## src/rtl/auto_test_pkg.sv

```systemverilog
// Shared definitions for the automatic test sequencer.
//   state_e   : sequencer FSM states
//   CHK_W     : width of the checker verdict vector
//   FREQ..PHASE : bit positions of the individual verdicts in chk_pass
//   cnt_w()   : counter width able to hold 0..max_val
package auto_test_pkg;

  localparam int unsigned CHK_W = 5;

  localparam int unsigned FREQ  = 0;
  localparam int unsigned AMP   = 1;
  localparam int unsigned DUTY  = 2;
  localparam int unsigned THD   = 3;
  localparam int unsigned PHASE = 4;

  typedef enum logic [2:0] {
    IDLE,
    LOAD,
    SETTLE,
    MEASURE,
    NEXT,
    FIN
  } state_e;

  function automatic int unsigned cnt_w(input int unsigned max_val);
    return (max_val < 1) ? 1 : $clog2(max_val + 1);
  endfunction

endpackage

```

## src/rtl/auto_test_seq_cnt.sv

```systemverilog
// seq_cnt: loadable, saturating down-counter with a terminal (zero) flag.
//   clk, rst_n   : clock, asynchronous active-low reset
//   i_load       : load i_load_val (has priority over i_dec)
//   i_dec        : decrement by one, holding at zero
//   i_load_val   : value to load
//   o_zero       : counter currently equals zero
module seq_cnt #(
  parameter int unsigned WIDTH = 8
) (
  input  logic             clk,
  input  logic             rst_n,
  input  logic             i_load,
  input  logic             i_dec,
  input  logic [WIDTH-1:0] i_load_val,
  output logic             o_zero
);

  logic [WIDTH-1:0] r_cnt;

  always_ff @(posedge clk or negedge rst_n) begin
    if (!rst_n) begin
      r_cnt <= '0;
    end else if (i_load) begin
      r_cnt <= i_load_val;
    end else if (i_dec && (r_cnt != '0)) begin
      r_cnt <= r_cnt - 1'b1;
    end
  end

  assign o_zero = (r_cnt == '0);

endmodule

```

## src/rtl/auto_test_seq.sv

```systemverilog
// auto_test_seq: steps through NUM_PROF test profiles. For each profile it requests a
// checker reload (cfg_valid/cfg_ready), waits SETTLE_CYC cycles, then evaluates NUM_SAMP
// checker verdicts and records a per-profile pass bit plus an accumulated failure code.
//   clk, rst_n   : clock, asynchronous active-low reset
//   start        : pulse, begins a sequence from IDLE
//   abort        : level, terminates a running sequence via FIN
//   param_valid  : chk_pass carries a fresh verdict
//   chk_pass     : per-parameter verdict (freq, amp, duty, THD, phase)
//   cfg_valid    : profile load request; cfg_ready accepts it
//   cfg_idx      : profile index to load
//   busy         : sequence in progress
//   done         : one-cycle pulse at sequence end
//   pass_mask    : per-profile pass result
//   fail_code    : OR of inverted verdicts over all evaluated samples
// Build option: define AUTO_SEQ_TMO_EN to add a per-sample timeout of TMO_CYC cycles.
module auto_test_seq
  import auto_test_pkg::*;
#(
  parameter int unsigned NUM_PROF   = 4,
  parameter int unsigned SETTLE_CYC = 1000,
  parameter int unsigned NUM_SAMP   = 8,
  parameter int unsigned TMO_CYC    = 100000
) (
  input  logic                clk,
  input  logic                rst_n,
  input  logic                start,
  input  logic                abort,
  input  logic                param_valid,
  input  logic [CHK_W-1:0]    chk_pass,
  output logic                cfg_valid,
  input  logic                cfg_ready,
  output logic [2:0]          cfg_idx,
  output logic                busy,
  output logic                done,
  output logic [NUM_PROF-1:0] pass_mask,
  output logic [CHK_W-1:0]    fail_code
);

  if (NUM_PROF < 1 || NUM_PROF > 8 || NUM_SAMP < 1 || NUM_SAMP > 255 ||
      SETTLE_CYC < 1 || TMO_CYC < 1) begin : g_bad_cfg
    $error("auto_test_seq: parameter out of range");
  end

  // One counter serves settle and timeout, so it is sized for the larger of the two.
`ifdef AUTO_SEQ_TMO_EN
  localparam int unsigned CntMax = (SETTLE_CYC > TMO_CYC) ? SETTLE_CYC : TMO_CYC;
`else
  localparam int unsigned CntMax = SETTLE_CYC;
`endif
  localparam int unsigned CntW  = cnt_w(CntMax);
  localparam int unsigned SampW = cnt_w(NUM_SAMP);

  localparam logic [CntW-1:0]  SettleLd = CntW'(SETTLE_CYC - 1);
  localparam logic [SampW-1:0] LastSamp = SampW'(NUM_SAMP - 1);
  localparam logic [2:0]       LastProf = 3'(NUM_PROF - 1);
`ifdef AUTO_SEQ_TMO_EN
  localparam logic [CntW-1:0]  TmoLd    = CntW'(TMO_CYC - 1);
`endif

  state_e              r_state;
  logic [2:0]          r_idx;
  logic                r_cfg_valid;
  logic                r_busy;
  logic                r_done;
  logic [NUM_PROF-1:0] r_pass_mask;
  logic [CHK_W-1:0]    r_fail_code;
  logic [SampW-1:0]    r_samp_cnt;
  logic                r_prof_ok;

  logic            w_hs;
  logic            w_samp_ok;
  logic            w_last;
  logic            w_cnt_load;
  logic            w_cnt_dec;
  logic [CntW-1:0] w_cnt_val;
  logic            w_cnt_zero;
  logic            w_tmo;

  assign w_hs      = (r_state == LOAD) && r_cfg_valid && cfg_ready;
  assign w_samp_ok = chk_pass[FREQ] & chk_pass[AMP] & chk_pass[DUTY] &
                     chk_pass[THD] & chk_pass[PHASE];
  assign w_last    = (r_samp_cnt == LastSamp);

  // Counter load/decrement. SETTLE lasts exactly SETTLE_CYC cycles because the counter
  // is loaded with SETTLE_CYC-1 on the handshake and SETTLE exits on the zero cycle.
  always_comb begin
    w_cnt_load = 1'b0;
    w_cnt_dec  = 1'b0;
    w_cnt_val  = SettleLd;
    case (r_state)
      LOAD: begin
        w_cnt_load = w_hs;
      end
      SETTLE: begin
`ifdef AUTO_SEQ_TMO_EN
        w_cnt_load = w_cnt_zero;
        w_cnt_val  = TmoLd;
`endif
        w_cnt_dec  = !w_cnt_zero;
      end
`ifdef AUTO_SEQ_TMO_EN
      MEASURE: begin
        w_cnt_load = param_valid;
        w_cnt_val  = TmoLd;
        w_cnt_dec  = !param_valid;
      end
`endif
      default: begin
      end
    endcase
  end

`ifdef AUTO_SEQ_TMO_EN
  assign w_tmo = (r_state == MEASURE) && !param_valid && w_cnt_zero;
`else
  assign w_tmo = 1'b0;
`endif

  seq_cnt #(
    .WIDTH (CntW)
  ) u_cnt (
    .clk        (clk),
    .rst_n      (rst_n),
    .i_load     (w_cnt_load),
    .i_dec      (w_cnt_dec),
    .i_load_val (w_cnt_val),
    .o_zero     (w_cnt_zero)
  );

  always_ff @(posedge clk or negedge rst_n) begin
    if (!rst_n) begin
      r_state     <= IDLE;
      r_idx       <= '0;
      r_cfg_valid <= 1'b0;
      r_busy      <= 1'b0;
      r_done      <= 1'b0;
      r_pass_mask <= '0;
      r_fail_code <= '0;
      r_samp_cnt  <= '0;
      r_prof_ok   <= 1'b0;
    end else begin
      r_done <= 1'b0;
      // Abort beats everything, including a coincident handshake or final sample.
      if (abort && (r_state != IDLE) && (r_state != FIN)) begin
        r_state     <= FIN;
        r_cfg_valid <= 1'b0;
        r_done      <= 1'b1;
      end else begin
        case (r_state)
          IDLE: begin
            if (start) begin
              r_pass_mask <= '0;
              r_fail_code <= '0;
              r_idx       <= '0;
              r_cfg_valid <= 1'b1;
              r_busy      <= 1'b1;
              r_state     <= LOAD;
            end
          end
          LOAD: begin
            r_samp_cnt <= '0;
            r_prof_ok  <= 1'b1;
            if (w_hs) begin
              r_cfg_valid <= 1'b0;
              r_state     <= SETTLE;
            end
          end
          SETTLE: begin
            if (w_cnt_zero) begin
              r_state <= MEASURE;
            end
          end
          MEASURE: begin
            if (param_valid) begin
              r_samp_cnt  <= r_samp_cnt + 1'b1;
              r_prof_ok   <= r_prof_ok & w_samp_ok;
              r_fail_code <= r_fail_code | ~chk_pass;
              if (w_last) begin
                for (int p = 0; p < int'(NUM_PROF); p++) begin
                  if (r_idx == 3'(p)) begin
                    r_pass_mask[p] <= r_prof_ok & w_samp_ok;
                  end
                end
                r_state <= NEXT;
              end
            end else if (w_tmo) begin
              for (int p = 0; p < int'(NUM_PROF); p++) begin
                if (r_idx == 3'(p)) begin
                  r_pass_mask[p] <= 1'b0;
                end
              end
              r_fail_code <= '1;
              r_state     <= NEXT;
            end
          end
          NEXT: begin
            if (r_idx == LastProf) begin
              r_done  <= 1'b1;
              r_state <= FIN;
            end else begin
              r_idx       <= r_idx + 1'b1;
              r_cfg_valid <= 1'b1;
              r_state     <= LOAD;
            end
          end
          FIN: begin
            r_busy  <= 1'b0;
            r_state <= IDLE;
          end
          default: begin
            r_busy      <= 1'b0;
            r_cfg_valid <= 1'b0;
            r_state     <= IDLE;
          end
        endcase
      end
    end
  end

  assign cfg_valid = r_cfg_valid;
  assign cfg_idx   = r_idx;
  assign busy      = r_busy;
  assign done      = r_done;
  assign pass_mask = r_pass_mask;
  assign fail_code = r_fail_code;

endmodule

```

## config.mk

```make
export PLATFORM = sky130hd
export DESIGN_NAME = auto_test_seq
export DESIGN_NICKNAME = d
export VERILOG_FILES = /design/src/rtl/auto_test_pkg.sv /design/src/rtl/auto_test_seq_cnt.sv /design/src/rtl/auto_test_seq.sv
export SDC_FILE = /design/constraint.sdc
export NUM_CORES = 1
export LEC_CHECK = 0
export ABC_AREA = 1
export ABC_CLOCK_PERIOD_IN_PS = 1540
export CAP_MARGIN = 20
export CORE_MARGIN = 2
export CORE_UTILIZATION = 50
export CTS_CLUSTER_DIAMETER = 60
export CTS_CLUSTER_SIZE = 16
export DETAILED_ROUTE_END_ITERATION = 12
export PLACE_DENSITY = 0.76
export SYNTH_ARGS = -nofsm -noshare
export SYNTH_HDL_FRONTEND = slang
export SYNTH_HIERARCHICAL = 1
export SYNTH_SLANG_ARGS = --single-unit
```

## constraint.sdc

```tcl
create_clock -name clk -period 1.54 [get_ports clk]
set_input_delay 0.308 -clock clk [delete_from_list [all_inputs] [get_ports clk]]
set_output_delay 0.308 -clock clk [all_outputs]
set_load 0.01 [all_outputs]
```

==> flow_summary.json <==
{
  "outcome": "complete, but fails checks",
  "failed_checks": "setup timing",
  "required_ns": 1.73,
  "clkLatencyLatePin_ns": 0.29,
  "rrSetupSlack_ns": -0.06,
  "cap_violations": 0,
  "fmax_mhz": 627,
  "hold_viol_final": 0,
  "yosysTopAreaCell": "dfrtp_1",
  "p_leak_nw": 1.72,
  "skew_ns": 0.00706,
  "worst_slack_ns": -0.0551,
  "avgSynthCellArea_um2": 6.88,
  "r2r_end": "u_cnt/r_cnt[5]$_DFFE_PN0P_",
  "via_per_inst": 5.16,
  "ioPinCount": 26,
  "hold_class": "input pin to asynchronous set/reset pin",
  "antenna_found_initial": 0,
  "fp.dieH_um": 69.8,
  "fin_nets": 410,
  "numCtsBuffers": 5,
  "synth_warnings": 6,
  "h-tree-depth": 2,
  "clk_pin_slew_ns": 0.07,
  "synth_cell_types": 26,
  "diodes": 0,
  "drc_errors": 0,
  "layout.cells.non_filler": 443,
  "num_vias": 2285,
  "timing.final.crit_share_pct": 104,
  "cts_hold_buf": 0,
  "synth_top_cell_area_share_pct": 38.1,
  "synth_cells": 315,
  "die_x_um": 69.8,
  "reg2reg_from": "u_cnt/r_cnt[1]$_DFFE_PN0P_",
  "wl_per_cell_um": 13.0,
  "synth_most_common_cell": "nand2_1",
  "grtUsageTotal_pct": 23.4,
  "dpl.cell_count": 423,
  "grt_pass1_wl_mm": 9.24,
  "first_iter_violations": 100,
  "area_growth_pct": 47.8,
  "grt-ovfl-total": 0,
  "first_global_vias": 2128,
  "cts_tree": "yes",
  "ir_drop_mv": 1.05,
  "synth_ff_type": "dfrtp_1",
  "post-route-util_pct": 78.4,
  "dp_hpwl_mm": 3.74,
  "io_buffer_count": 25,
  "r2r_cells": 11,
  "dp_slack_ns": -0.102,
  "final_antenna_net_count": 0,
  "root_buffer": "clkbuf_8",
  "num_rows": 23,
  "drive_gt1_share_pct": 27.7,
  "crit_path_end_kind": "register",
  "period_minus_slack_ns": 1.60,
  "power.density_nw_per_um2": 1880,
  "synthArstFlopShare_pct": 100,
  "postRouteWirelength_mm": 5.75,
  "synth_area_leaders": "dfrtp_1 (38%), nand2_1 (19%), inv_1 (6.9%)",
  "crit_type": "register to register",
  "rsz0062_at_grt": "yes",
  "synthTopCellsByCount": "nand2_1 (112), inv_1 (40), dfrtp_1 (33)",
  "stdcell_area_um2": 3200,
  "grt_max_degree": 34,
  "cp_max_fo": 5,
  "synth-edff-count": 0,
  "ys_ff_latch": 33,
  "syn_area_um2": 2170,
  "p_total_w": 0.00602,
  "seq_area_frac_synth_pct": 38.1,
  "cts_buffer_depth": 2,
  "core_region_area_um2": 4090,
  "crit_arrival_ns": 1.78,
  "dpl_cell_area_um2": 2740,
  "setup_viol": 9,
  "gp_congestion": 0.904,
  "dr.pass1.iters": 5,
  "start_util_pct": 53.0,
  "drv_slew": 0,
  "die-area_um2": 4870,
  "startpoint_type": "register",
  "cts.sinks": 33
}
[registers in the layout (all words and copies together) (netlist names)]
register     cells
cfg_valid        1
pass_mask        4
r_state          3
fail_code        5
r_samp_cnt       4
done             1
cfg_idx          3
busy             1
r_prof_ok        1
u_cnt/r_cnt     10
[cells in the final DEF, fill, tap and decap left out, types with 2 or more instances in the layout]
| master | count |
|---|---|
| nand4_1 | 6 |
| dfrtp_1 | 31 |
| nand3_1 | 18 |
| bufinv_16 | 2 |
| o21ai_2 | 7 |
| a21oi_1 | 5 |
| nand3_2 | 5 |
| conb_1 | 10 |
| buf_12 | 3 |
| nor2_4 | 7 |
| ha_1 | 6 |
| o21ai_0 | 16 |
| clkbuf_8 | 5 |
| nand3_4 | 2 |
| inv_1 | 34 |
| nand2_1 | 100 |
| dlymetal6s2s_1 | 3 |
| nor2_2 | 10 |
| buf_6 | 3 |
| clkdlybuf4s50_1 | 19 |
| dlygate4sd2_1 | 3 |
| nor2_1 | 19 |
| o21ai_1 | 4 |
| nand2_4 | 10 |
| buf_4 | 33 |
| o21bai_1 | 2 |
| nor3_1 | 2 |
| nand2_2 | 7 |
| inv_2 | 6 |
| dfrtp_2 | 2 |
| nand3b_1 | 4 |
[layer usage]
layer	share of wire [%]	global-route usage, %
met1	42	30.4
met2	51	37.7
met3	4.7	5.23
met4	2.3	9.40
met5	0	0
[critical path, cell delays in order, from the launching register on]
cell	delay, ns
dfrtp_1	0.38
inv_2	0.08
ha_4	0.16
buf_6	0.12
nand2_4	0.06
nor2_2	0.11
nand2_1	0.09
nand2_2	0.13
nand2_8	0.09
buf_12	0.15
nand2_4	0.06
nand2_2	0.05
[logic make-up (layout without fill, tap and decap cells)]
family          after synthesis  after routing  share of synthesized area (%)
compound gates               36             36                           9.88
fa+ha+maj                     7              7                           4.04
buf+inv                      46            115                           8.84
flops                        33             33                           38.1
other cells                   2             10                          0.347
simple gates                191            192                           38.8
[repair_timing]
item	in CTS	in global routing
pin swaps	8	12
gates resized for setup	31	42
cloned	1	1
buffers inserted	3	7
endpoints found under the setup margin	15	35
[metrics by stage]
stage	hold slack, ns	TNS, ns
final	0.376	-0.328
after global routing	0.384	-1.01
after CTS	0.376	-0.122
after detailed placement	0.471	-1.16
after global placement	0.455	-0.644
after floorplan	0.0124	0
[layout make-up]
cell class	count	area (um2)
sequential	33	828
tap	50	62.6
clock inverter	3	65.1
multi-input combinational	245	1390
timing repair buffer	65	623
fill	285	885
clock buffer	5	68.8
inverter	42	165
[power breakdown]
| part | total, W | switching, W | internal [W] | leakage, nW |
|---|---|---|---|---|
| registers | 0.00140 | 0.000244 | 0.00116 | 0.432 |
| clock network | 0.000983 | 0.000340 | 0.000643 | 0.0681 |
| logic | 0.00364 | 0.00210 | 0.00154 | 1.22 |
| total | 0.00602 | 0.00268 | 0.00334 | 1.72 |
[how the worst max path moves through the flow]
stage                               startpoint                         end  slack [ns]  cells after the start
CTS                 u_cnt/r_cnt[1]$_DFFE_PN0P_      r_state[2]$_DFFE_PN0P_       -0.05                     11
global placement    u_cnt/r_cnt[0]$_DFFE_PN0P_  u_cnt/r_cnt[6]$_DFFE_PN0P_       -0.06                     10
floorplan           u_cnt/r_cnt[0]$_DFFE_PN0P_  u_cnt/r_cnt[3]$_DFFE_PN0P_        0.02                     10
global route        u_cnt/r_cnt[0]$_DFFE_PN0P_      r_state[2]$_DFFE_PN0P_       -0.12                     11
detailed placement  u_cnt/r_cnt[0]$_DFFE_PN0P_  u_cnt/r_cnt[6]$_DFFE_PN0P_       -0.10                     10
finish              u_cnt/r_cnt[1]$_DFFE_PN0P_  u_cnt/r_cnt[5]$_DFFE_PN0P_       -0.06                     11
Note: power is estimated with default switching activity, not from simulation.
